[src/rtl/imm_gen_pipe_pkg.sv]
// rtl/imm_gen_pipe_pkg.sv - imm_pkg: immediate format codes, opcodes, stage flags and opcode decoder
package imm_pkg;

  typedef enum logic [2:0] {
    IMM_I    = 3'b000,
    IMM_S    = 3'b001,
    IMM_B    = 3'b010,
    IMM_J    = 3'b011,
    IMM_U    = 3'b100,
    IMM_NONE = 3'b101,
    IMM_BAD  = 3'b111
  } imm_fmt_e;

  localparam logic [6:0] OPC_OP_IMM = 7'b0010011;
  localparam logic [6:0] OPC_LOAD   = 7'b0000011;
  localparam logic [6:0] OPC_JALR   = 7'b1100111;
  localparam logic [6:0] OPC_SYSTEM = 7'b1110011;
  localparam logic [6:0] OPC_STORE  = 7'b0100011;
  localparam logic [6:0] OPC_BRANCH = 7'b1100011;
  localparam logic [6:0] OPC_JAL    = 7'b1101111;
  localparam logic [6:0] OPC_LUI    = 7'b0110111;
  localparam logic [6:0] OPC_AUIPC  = 7'b0010111;
  localparam logic [6:0] OPC_OP     = 7'b0110011;

  // Width-independent part of the stage bundle; imm and tag widths come from the pipe.
  typedef struct packed {
    logic [2:0] fmt;
    logic       illegal;
  } imm_flags_t;

  function automatic logic [2:0] imm_decode(input logic [6:0] opcode);
    case (opcode)
      OPC_OP_IMM, OPC_LOAD, OPC_JALR, OPC_SYSTEM: return IMM_I;
      OPC_STORE:                                  return IMM_S;
      OPC_BRANCH:                                 return IMM_B;
      OPC_JAL:                                    return IMM_J;
      OPC_LUI, OPC_AUIPC:                         return IMM_U;
      OPC_OP:                                     return IMM_NONE;
      default:                                    return IMM_BAD;
    endcase
  endfunction

endpackage

[src/rtl/imm_gen_pipe_if.sv]
// rtl/imm_gen_pipe_if.sv - instruction-in / immediate-out handshake bundle for imm_gen_pipe
interface imm_gen_pipe_if #(
  parameter int XLEN  = 32,
  parameter int TAG_W = 32
);
  logic             in_valid;
  logic             in_ready;
  logic [31:0]      in_instr;
  logic [2:0]       in_imm_src;
  logic [TAG_W-1:0] in_tag;
  logic             out_valid;
  logic             out_ready;
  logic [XLEN-1:0]  out_imm;
  logic [2:0]       out_fmt;
  logic             out_illegal;
  logic [TAG_W-1:0] out_tag;

  modport master (
    output in_valid, in_instr, in_imm_src, in_tag, out_ready,
    input  in_ready, out_valid, out_imm, out_fmt, out_illegal, out_tag
  );

  modport slave (
    input  in_valid, in_instr, in_imm_src, in_tag, out_ready,
    output in_ready, out_valid, out_imm, out_fmt, out_illegal, out_tag
  );
endinterface

[src/rtl/imm_extend_comb.sv]
// rtl/imm_extend_comb.sv - combinational immediate extraction and sign extension for one format code
module imm_extend_comb
  import imm_pkg::*;
#(
  parameter int XLEN = 32
) (
  input  logic [31:7]     instr,
  input  logic [2:0]      fmt,
  output logic [XLEN-1:0] imm,
  output logic            illegal
);

  logic signed [31:0] v;

  always_comb begin
    v       = '0;
    illegal = 1'b0;
    case (fmt)
      IMM_I:    v = {{20{instr[31]}}, instr[31:20]};
      IMM_S:    v = {{20{instr[31]}}, instr[31:25], instr[11:7]};
      IMM_B:    v = {{19{instr[31]}}, instr[31], instr[7], instr[30:25], instr[11:8], 1'b0};
      IMM_J:    v = {{11{instr[31]}}, instr[31], instr[19:12], instr[20], instr[30:21], 1'b0};
      IMM_U:    v = {instr[31:12], 12'b0};
      IMM_NONE: v = '0;
      default:  illegal = 1'b1;
    endcase
    // v is signed, so widening to XLEN replicates bit 31.
    imm = XLEN'(v);
  end

endmodule

[src/rtl/imm_gen_pipe.sv]
// rtl/imm_gen_pipe.sv - registered immediate generator with 2-entry skid buffer; IMM_ERR_CNT_EN adds err_count
module imm_gen_pipe
  import imm_pkg::*;
#(
  parameter int XLEN        = 32,
  parameter int AUTO_DECODE = 0,
  parameter int TAG_W       = 32
) (
  input  logic        clk,
  input  logic        reset,
  imm_gen_pipe_if.slave bus
`ifdef IMM_ERR_CNT_EN
  ,
  output logic [15:0] err_count
`endif
);

  typedef struct packed {
    logic [XLEN-1:0]  imm;
    imm_flags_t       flags;
    logic [TAG_W-1:0] tag;
  } bundle_t;

  logic            m_valid, s_valid;
  bundle_t         m_q, s_q, new_b;
  logic [2:0]      fmt_sel;
  logic [XLEN-1:0] ext_imm;
  logic            ext_ill;
  logic            accept, pop;

  assign fmt_sel = (AUTO_DECODE != 0) ? imm_decode(bus.in_instr[6:0]) : bus.in_imm_src;

  imm_extend_comb #(.XLEN(XLEN)) u_ext (
    .instr   (bus.in_instr[31:7]),
    .fmt     (fmt_sel),
    .imm     (ext_imm),
    .illegal (ext_ill)
  );

  always_comb begin
    new_b               = '0;
    new_b.imm           = ext_imm;
    new_b.flags.fmt     = fmt_sel;
    new_b.flags.illegal = ext_ill;
    new_b.tag           = bus.in_tag;
  end

  // in_ready only looks at the skid slot, so out_ready never reaches it combinationally.
  assign bus.in_ready = !reset && !s_valid;
  assign accept       = bus.in_valid && bus.in_ready;
  assign pop          = m_valid && bus.out_ready;

  always_ff @(posedge clk) begin
    if (reset) begin
      m_valid <= 1'b0;
      s_valid <= 1'b0;
      m_q     <= '0;
      s_q     <= '0;
    end else if (accept) begin
      if (!m_valid || bus.out_ready) begin
        m_valid <= 1'b1;
        m_q     <= new_b;
      end else begin
        s_valid <= 1'b1;
        s_q     <= new_b;
      end
    end else if (pop) begin
      if (s_valid) begin
        m_q     <= s_q;
        s_valid <= 1'b0;
      end else begin
        m_valid <= 1'b0;
      end
    end
  end

  assign bus.out_valid   = m_valid;
  assign bus.out_imm     = m_q.imm;
  assign bus.out_fmt     = m_q.flags.fmt;
  assign bus.out_illegal = m_q.flags.illegal;
  assign bus.out_tag     = m_q.tag;

`ifdef IMM_ERR_CNT_EN
  always_ff @(posedge clk) begin
    if (reset) begin
      err_count <= '0;
    end else if (accept && ext_ill && err_count != 16'hFFFF) begin
      err_count <= err_count + 16'd1;
    end
  end
`endif

endmodule
[src/flat_wrapper.sv]
// flat-port wrapper written by rule: the top's interface ports become plain ports
module imm_gen_pipe_flat import imm_pkg::*;
#(
  parameter int XLEN        = 32,
  parameter int AUTO_DECODE = 0,
  parameter int TAG_W       = 32
)
  (clk, reset, bus_in_valid, bus_in_instr, bus_in_imm_src, bus_in_tag, bus_out_ready, bus_in_ready, bus_out_valid, bus_out_imm, bus_out_fmt, bus_out_illegal, bus_out_tag);
  imm_gen_pipe_if #(.XLEN(XLEN), .TAG_W(TAG_W)) bus_i ();
  input  logic clk;
  input  logic reset;
  input wire logic [$bits(bus_i.in_valid)-1:0] bus_in_valid;
  input wire logic [$bits(bus_i.in_instr)-1:0] bus_in_instr;
  input wire logic [$bits(bus_i.in_imm_src)-1:0] bus_in_imm_src;
  input wire logic [$bits(bus_i.in_tag)-1:0] bus_in_tag;
  input wire logic [$bits(bus_i.out_ready)-1:0] bus_out_ready;
  output wire logic [$bits(bus_i.in_ready)-1:0] bus_in_ready;
  output wire logic [$bits(bus_i.out_valid)-1:0] bus_out_valid;
  output wire logic [$bits(bus_i.out_imm)-1:0] bus_out_imm;
  output wire logic [$bits(bus_i.out_fmt)-1:0] bus_out_fmt;
  output wire logic [$bits(bus_i.out_illegal)-1:0] bus_out_illegal;
  output wire logic [$bits(bus_i.out_tag)-1:0] bus_out_tag;
  assign bus_i.in_valid = bus_in_valid;
  assign bus_i.in_instr = bus_in_instr;
  assign bus_i.in_imm_src = bus_in_imm_src;
  assign bus_i.in_tag = bus_in_tag;
  assign bus_i.out_ready = bus_out_ready;
  assign bus_in_ready = bus_i.in_ready;
  assign bus_out_valid = bus_i.out_valid;
  assign bus_out_imm = bus_i.out_imm;
  assign bus_out_fmt = bus_i.out_fmt;
  assign bus_out_illegal = bus_i.out_illegal;
  assign bus_out_tag = bus_i.out_tag;
  imm_gen_pipe #(.XLEN(XLEN), .AUTO_DECODE(AUTO_DECODE), .TAG_W(TAG_W)) u_core (.clk(clk), .reset(reset), .bus(bus_i));
endmodule
[config.mk]
export PLATFORM = sky130hd
export DESIGN_NAME = imm_gen_pipe_flat
export DESIGN_NICKNAME = d
export VERILOG_FILES = /design/src/rtl/imm_gen_pipe_pkg.sv /design/src/rtl/imm_gen_pipe_if.sv /design/src/rtl/imm_extend_comb.sv /design/src/rtl/imm_gen_pipe.sv /design/src/flat_wrapper.sv
export SDC_FILE = /design/constraint.sdc
export NUM_CORES = 1
export LEC_CHECK = 0
export ABC_CLOCK_PERIOD_IN_PS = 1910
export BUFFER_PORTS_ARGS = -buffer_cell sky130_fd_sc_hd__clkbuf_2
export CAP_MARGIN = 20
export CORE_MARGIN = 4
export CORE_UTILIZATION = 40
export CTS_BUF_LIST = sky130_fd_sc_hd__clkbuf_4 sky130_fd_sc_hd__clkbuf_8
export CTS_CLUSTER_SIZE = 40
export DETAILED_ROUTE_END_ITERATION = 6
export GPL_TIMING_DRIVEN = 0
export PLACE_DENSITY_LB_ADDON = 0.1
export SYNTH_ARGS = -nofsm -noshare
export SYNTH_HDL_FRONTEND = slang
export SYNTH_SLANG_ARGS = --single-unit
[constraint.sdc]
create_clock -name clk -period 1.91 [get_ports clk]
set_input_delay 0.382 -clock clk [delete_from_list [all_inputs] [get_ports clk]]
set_output_delay 0.382 -clock clk [all_outputs]
set_load 0.005 [all_outputs]
==> flow_metrics.env, run 1 <==
export IMPL_die_w_um=129
export IMPL_slew_viol_final=0
export IMPL_diodes=0
export IMPL_critPathKind="flop to flop"
export IMPL_fin_cells=1070
export IMPL_hold_depth=2
export IMPL_wl_per_cell_um=17.2
export IMPL_start_util_pct=41.4
export IMPL_r2r_cells=6
export IMPL_ys_seq_area_share_pct=47.5
export IMPL_syn_instance_count=727
export IMPL_ff2ff_setup_slack_ns=0.08
export IMPL_fillCellCount=1381
export IMPL_hold_buffers=0
export IMPL_min_period_ns=1.83
export IMPL_timing_final_crit_share_pct=95.8
export IMPL_worst_slew_pin_slew_ns=0.788
export IMPL_area_growth_pct=24.0
export IMPL_drive_gt1_share_pct=23.9
export IMPL_fin_nets=949
export IMPL_grt_first_pass_wirelength_mm=28.8
export IMPL_cts_root_buffer="clkbuf_8"
export IMPL_hold_viol_final=0
export IMPL_clk_pin_slew_worst_paths_ns=0.08
export IMPL_grt_pass1_vias=5781
export IMPL_yosysTopAreaCell="dfxtp_1"
export IMPL_grt_overflow_total=0
export IMPL_htree_levels=4
export IMPL_synth_cell_types=32
export IMPL_setup_viol=0
export IMPL_dieArea_um2=16500
export IMPL_ir_worst_vdd_mv=0.389
export IMPL_synthTopCellsByArea="dfxtp_1, a21oi_1, nand2_1"
export IMPL_clockBufferDepth=2
export IMPL_cp_start_kind="flop"
export IMPL_dp_hpwl_mm=13.4
export IMPL_dr_pass1_iters=5
export IMPL_design_core_area_um2=14000
export IMPL_cts_buffers=17
export IMPL_fp_dieH_um=129
export IMPL_synth_ff_type="dfxtp_1"
export IMPL_critical_path_endpoint_type="flop"
export IMPL_utilization_pct=51.3
export IMPL_synth_top_cell_area_share_pct=47.5
export IMPL_p_total_mw=6.50
export IMPL_max_freq_mhz=547
export IMPL_hp_class="input pin to flop"
export IMPL_relSlewSlack_pct=47.4
export IMPL_synthArstFlopShare_pct=0
export IMPL_ys_warn_count=0
export IMPL_critPathArrivalTime_ns=2.14
export IMPL_grt_use_total_pct=22.0
export IMPL_status="finished, final reports clean"
export IMPL_viasPerCell=5.46
export IMPL_synth_edff_count=0
export IMPL_route_vias_total=5844
export IMPL_syn_cell_area_um2=5810
export IMPL_syn_num_nets=798
export IMPL_rows=43
export IMPL_routed_wl_mm=18.4
export IMPL_cts_sinks=138
export IMPL_ios=141
export IMPL_cp_max_fo=10
export IMPL_drc_errors=0
export IMPL_grt_start_max_net_pins=17
export IMPL_cts_tree="done"
export IMPL_p_leak_nw=2.73
export IMPL_cellPowerDensity_nw_per_um2=902
export IMPL_worstPathRequired_ns=2.22
export IMPL_postCtsSetupBuffers=0
export IMPL_antenna_found_initial=0
export IMPL_gp_congestion=0.819
export IMPL_place_inst=1039
export IMPL_max_cap_viol_count=0
export IMPL_synth_avg_cell_area_um2=7.99
export IMPL_clock_latency_ns=0.45
export IMPL_antenna_left=0
export IMPL_clock_skew_ns=0.00752
export IMPL_rsz0062_at_grt="yes"
export IMPL_first_iter_violations=339
export IMPL_portBuffers=132
export IMPL_synth_seq_cells=138
==> metrics by stage <==
stage          worst slack [ns]  area [um2]  hold slack [ns]  TNS [ns]
2_1_floorplan             0.283        5810            0.432         0
3_3_place_gp             -0.199        6700            0.439     -8.46
3_5_place_dp             -0.222        6700            0.444    -10.78
4_1_cts                  0.0366        7150            0.118         0
5_1_grt                 0.00117        7200            0.133         0
6_report                 0.0810        7200            0.151         0
==> worst max-delay path: stages, from the launching register on <==
cell,delay [ns]
dfxtp_2,0.39
or3b_4,0.44
a21o_1,0.16
buf_2,0.18
clkbuf_2,0.23
a21oi_1,0.17
a211oi_1,0.11
==> synthesized netlist by cell type, drive strengths merged (6+ instances only) <==
cell,instances
mux2i,7
nand2b,9
a21oi,123
nand4b,8
buf,26
dfxtp,138
clkbuf,45
a221oi,6
nand2,151
nor2,81
a211o,11
a211oi,56
a311oi,8
o211ai,8
nor3,8
o22a,8
nand3b,14
==> placed cells by master (no fill, tap or decap), types with 2 or more instances in the layout <==
cell type   instances
buf_6               3
a211oi_1           56
mux2i_1             7
o211ai_1            8
buf_1               2
nand4b_1            8
bufinv_16           3
nand3_1             4
nor3_1              8
buf_2              15
nand2_1           150
a221oi_2            3
a211o_1            11
clkinvlp_4          3
dfxtp_1           137
clkbuf_4            6
clkbuf_8           21
clkinv_2            2
clkbuf_1           29
a311oi_1            8
a21oi_1           122
nand2b_1            9
nor2_1             81
a221oi_1            3
nand3b_1           14
nor2b_1             3
o21ai_0             2
clkbuf_2          147
o22a_1              8
and2_1              3
==> what timing repair did <==
action / CTS / global route
gates resized for setup: 15 / 22
pin swaps: 0 / 0
setup endpoints to repair: 61 / 65
==> power breakdown <==
part | switching (mW) | total (mW) | internal (mW) | leakage (nW)
Combinational | 0.518 | 0.850 | 0.332 | 1.40
Sequential | 0.0706 | 3.07 | 3.00 | 1.12
Clock | 1.15 | 2.58 | 1.42 | 0.210
==> state kept, by name, indices dropped and copies added (netlist names) <==
register and cells:
u_core.bus.out_tag 32, u_core.bus.out_imm 32, u_core.bus.out_fmt 3, u_core.s_valid 1
u_core.s_q 68, u_core.bus.out_valid 1, u_core.bus.out_illegal 1
==> worst paths after layout <==
path                                                to            from
worst max-delay path            u_core.bus.out_tag[16]  u_core.s_valid
worst min-delay path                    u_core.s_valid   bus_out_ready
worst max register to register  u_core.bus.out_tag[16]  u_core.s_valid
worst min register to register           u_core.s_q[6]   u_core.s_q[6]
==> layout make-up <==
class                      count  area (um2)  area share [%]
buffer                        71         353            4.90
clock buffer                  21         289            4.01
timing repair buffer         132         661            9.17
sequential                   138        2760            38.4
tap                          180         225            3.13
multi-input combinational    517        2770            38.4
inverter                       1        3.75          0.0521
clock inverter                10         140            1.95
==> layer usage <==
| layer | global-route usage [%] | wire, um | up-vias |
|---|---|---|---|
| li1 | - | - | 2831 |
| met5 | 0 | 0 | - |
| met3 | 5.44 | 1070 | 38 |
| met2 | 36.2 | 8620 | 188 |
| met4 | 9.51 | 510 | 0 |
| met1 | 27.5 | 8210 | 2787 |
==> logic make-up (layout without fill, tap and decap cells) <==
| group | after synthesis | in the layout | share of synthesized area [%] |
|---|---|---|---|
| muxes | 7 | 7 | 1.21 |
| AOI/OAI and AO/OA | 223 | 223 | 24.2 |
| and+or+nand+nor | 286 | 286 | 21.4 |
| buffers and inverters | 72 | 235 | 5.45 |
| xor gates and xnor gates | 1 | 1 | 0.151 |
| DFF | 138 | 138 | 47.5 |
Note: power is estimated with default switching activity, not from simulation.
==> run 2, diff against run 1 <==
--- a/config.mk
+++ b/config.mk
@@ -6,13 +6,13 @@
 export NUM_CORES = 1
 export LEC_CHECK = 0
 export ABC_CLOCK_PERIOD_IN_PS = 1910
-export BUFFER_PORTS_ARGS = -buffer_cell sky130_fd_sc_hd__clkbuf_2
 export CAP_MARGIN = 20
 export CORE_MARGIN = 4
-export CORE_UTILIZATION = 40
+export CORE_UTILIZATION = 65
 export CTS_BUF_LIST = sky130_fd_sc_hd__clkbuf_4 sky130_fd_sc_hd__clkbuf_8
 export CTS_CLUSTER_SIZE = 40
 export DETAILED_ROUTE_END_ITERATION = 6
+export DONT_BUFFER_PORTS = 1
 export GPL_TIMING_DRIVEN = 0
 export PLACE_DENSITY_LB_ADDON = 0.1
 export SYNTH_ARGS = -nofsm -noshare
==> constraint.sdc (replaced) <==
create_clock -name clk -period 1.91 [get_ports clk]
set_input_delay 0.382 -clock clk [delete_from_list [all_inputs] [get_ports clk]]
set_output_delay 0.382 -clock clk [all_outputs]
set_load 0.1 [all_outputs]
==> run 2 against run 1 <==
Die area is 36% lower. Cell count is 19% lower. Setup slack worse by 0.014 ns. Register-to-register slack hardly changed. Critical path type unchanged. Largest power group unchanged. Highest routed layer unchanged.
==> flow_metrics.env, run 2 (synthesized netlist as in run 1, its figures left out) <==
export IMPL_cts_buffers=17
export IMPL_dr_pass1_iters=5
export IMPL_clk_pin_slew_worst_paths_ns=0.07
export IMPL_switching_share_pct=34.0
export IMPL_design_core_area_um2=8720
export IMPL_grt_overflow_total=0
export IMPL_max_cap_viol_count=0
export IMPL_layout_commonest_cell="nand2_1"
export IMPL_critPathArrivalTime_ns=2.14
export IMPL_gp_congestion=0.856
export IMPL_first_iter_violations=360
export IMPL_cts_sinks=138
export IMPL_dieArea_um2=10500
export IMPL_grt_use_total_pct=31.1
export IMPL_internal_power_mw=4.49
export IMPL_worst_slew_pin_slew_ns=1.02
export IMPL_diodes=0
export IMPL_fillCellCount=695
export IMPL_clock_latency_ns=0.43
export IMPL_cts_root_buffer="clkbuf_8"
export IMPL_clock_skew_ns=0.00624
export IMPL_relSlewSlack_pct=31.6
export IMPL_rows=34
export IMPL_htree_levels=4
export IMPL_routed_wl_mm=16.2
export IMPL_grt_pass1_vias=5179
export IMPL_drive_gt1_share_pct=10.7
export IMPL_area_growth_pct=10.3
export IMPL_cts_tree="done"
export IMPL_slew_viol_final=0
export IMPL_largest_register="u_core.s_q"
export IMPL_hold_buffers=0
export IMPL_power_switching_mw=2.32
export IMPL_largest_register_ffs=68
export IMPL_seqPwrFrac_pct=55.6
export IMPL_setup_viol=0
export IMPL_status="finished, final reports clean"
export IMPL_utilization_pct=73.5
export IMPL_cp_max_fo=10
export IMPL_timing_final_crit_share_pct=96.5
export IMPL_cellPowerDensity_nw_per_um2=1060
export IMPL_die_w_um=103
export IMPL_grt_first_pass_wirelength_mm=25.5
export IMPL_route_vias_total=5404
export IMPL_wl_per_cell_um=18.7
export IMPL_viasPerCell=6.24
export IMPL_start_util_pct=66.6
export IMPL_dp_hpwl_mm=11.6
export IMPL_grt_start_max_net_pins=17
export IMPL_final_cell_mix="nand2_1, dfxtp_1, a21oi_1, nor2_1, a211oi_1"
export IMPL_power_share_clock_pct=34.9
export IMPL_dpl_worst_slack_ns=-0.349
export IMPL_clockBufferDepth=2
export IMPL_min_period_ns=1.84
export IMPL_hp_class="input pin to flop"
export IMPL_cp_start_kind="flop"
export IMPL_p_leak_nw=2.15
export IMPL_worstPathRequired_ns=2.21
export IMPL_portBuffers=0
export IMPL_postCtsSetupBuffers=0
export IMPL_critical_path_endpoint_type="flop"
export IMPL_setup_slack_ns=0.0665
export IMPL_fin_nets=818
export IMPL_fp_dieH_um=103
export IMPL_critPathKind="flop to flop"
export IMPL_cts_resized=20
export IMPL_antenna_found_initial=0
export IMPL_antenna_left=0
export IMPL_p_comb_share_pct=9.5
export IMPL_rsz0062_at_grt="no"
export IMPL_ios=141
export IMPL_max_freq_mhz=542
export IMPL_hold_viol_final=0
export IMPL_ir_worst_vdd_mv=0.670
export IMPL_drc_errors=0
-- run 2: per-layer routing --
layer / part of all wire, % / up-vias / global-route usage, % / wire [um]
met3: 11 / 40 / 10.5 / 1730
met2: 47 / 252 / 49.6 / 7680
met4: 2.4 / 0 / 11.6 / 386
li1: - / 2565 / - / -
met5: 0 / - / 0 / 0
met1: 39 / 2547 / 39.3 / 6390
-- run 2: critical path: stages (launching register included) --
cell and delay (ns):
dfxtp_2 0.38, or3b_4 0.44, a21o_1 0.17, buf_2 0.17, clkbuf_2 0.22, a211oi_2 0.24
nor3_1 0.09
-- run 2: worst paths after layout --
kind,from,end,slack (ns),depth (start not counted)
setup / recovery,u_core.s_valid,u_core.bus.out_imm[11],0.07,6
hold / removal,bus_out_ready,u_core.s_valid,0.04,1
setup reg to reg,u_core.s_valid,u_core.bus.out_imm[11],0.07,6
hold reg to reg,u_core.s_q[46],u_core.s_q[46],0.45,2
-- run 2: per-stage QoR --
step	cell area [um2]	total power [mW]	TNS, ns	hold slack, ns	instances
global placement	5950	4.45	-19.90	0.438	835
floorplan	5810	4.30	-0.0369	0.432	727
global route	6410	7.05	0	0.0345	866
CTS	6380	6.80	0	0.0278	865
finish	6410	6.81	0	0.0371	866
detailed placement	5950	4.47	-24.80	0.445	835
-- run 2: power by group through the flow --
stage | clock (mW) | combinational [mW] | sequential [mW]
6_report | 2.38 | 0.648 | 3.79
5_1_grt | 2.53 | 0.716 | 3.80
4_1_cts | 2.38 | 0.632 | 3.79
3_5_place_dp | 0 | 0.621 | 3.85
3_3_place_gp | 0 | 0.603 | 3.85
2_1_floorplan | 0 | 0.478 | 3.82
-- run 2: area by class of cell --
type                            instances  area (um2)  share of cell area (%)
Sequential cell                       138        2770                    43.2
Tap cell                              108         135                    2.11
Clock buffer                           17         234                    3.65
Inverter                                1        3.75                  0.0586
Buffer                                 71         352                    5.49
Timing Repair Buffer                    1        5.00                  0.0781
Clock inverter                         13         154                    2.40
Multi-Input combinational cell        517        2760                    43.0
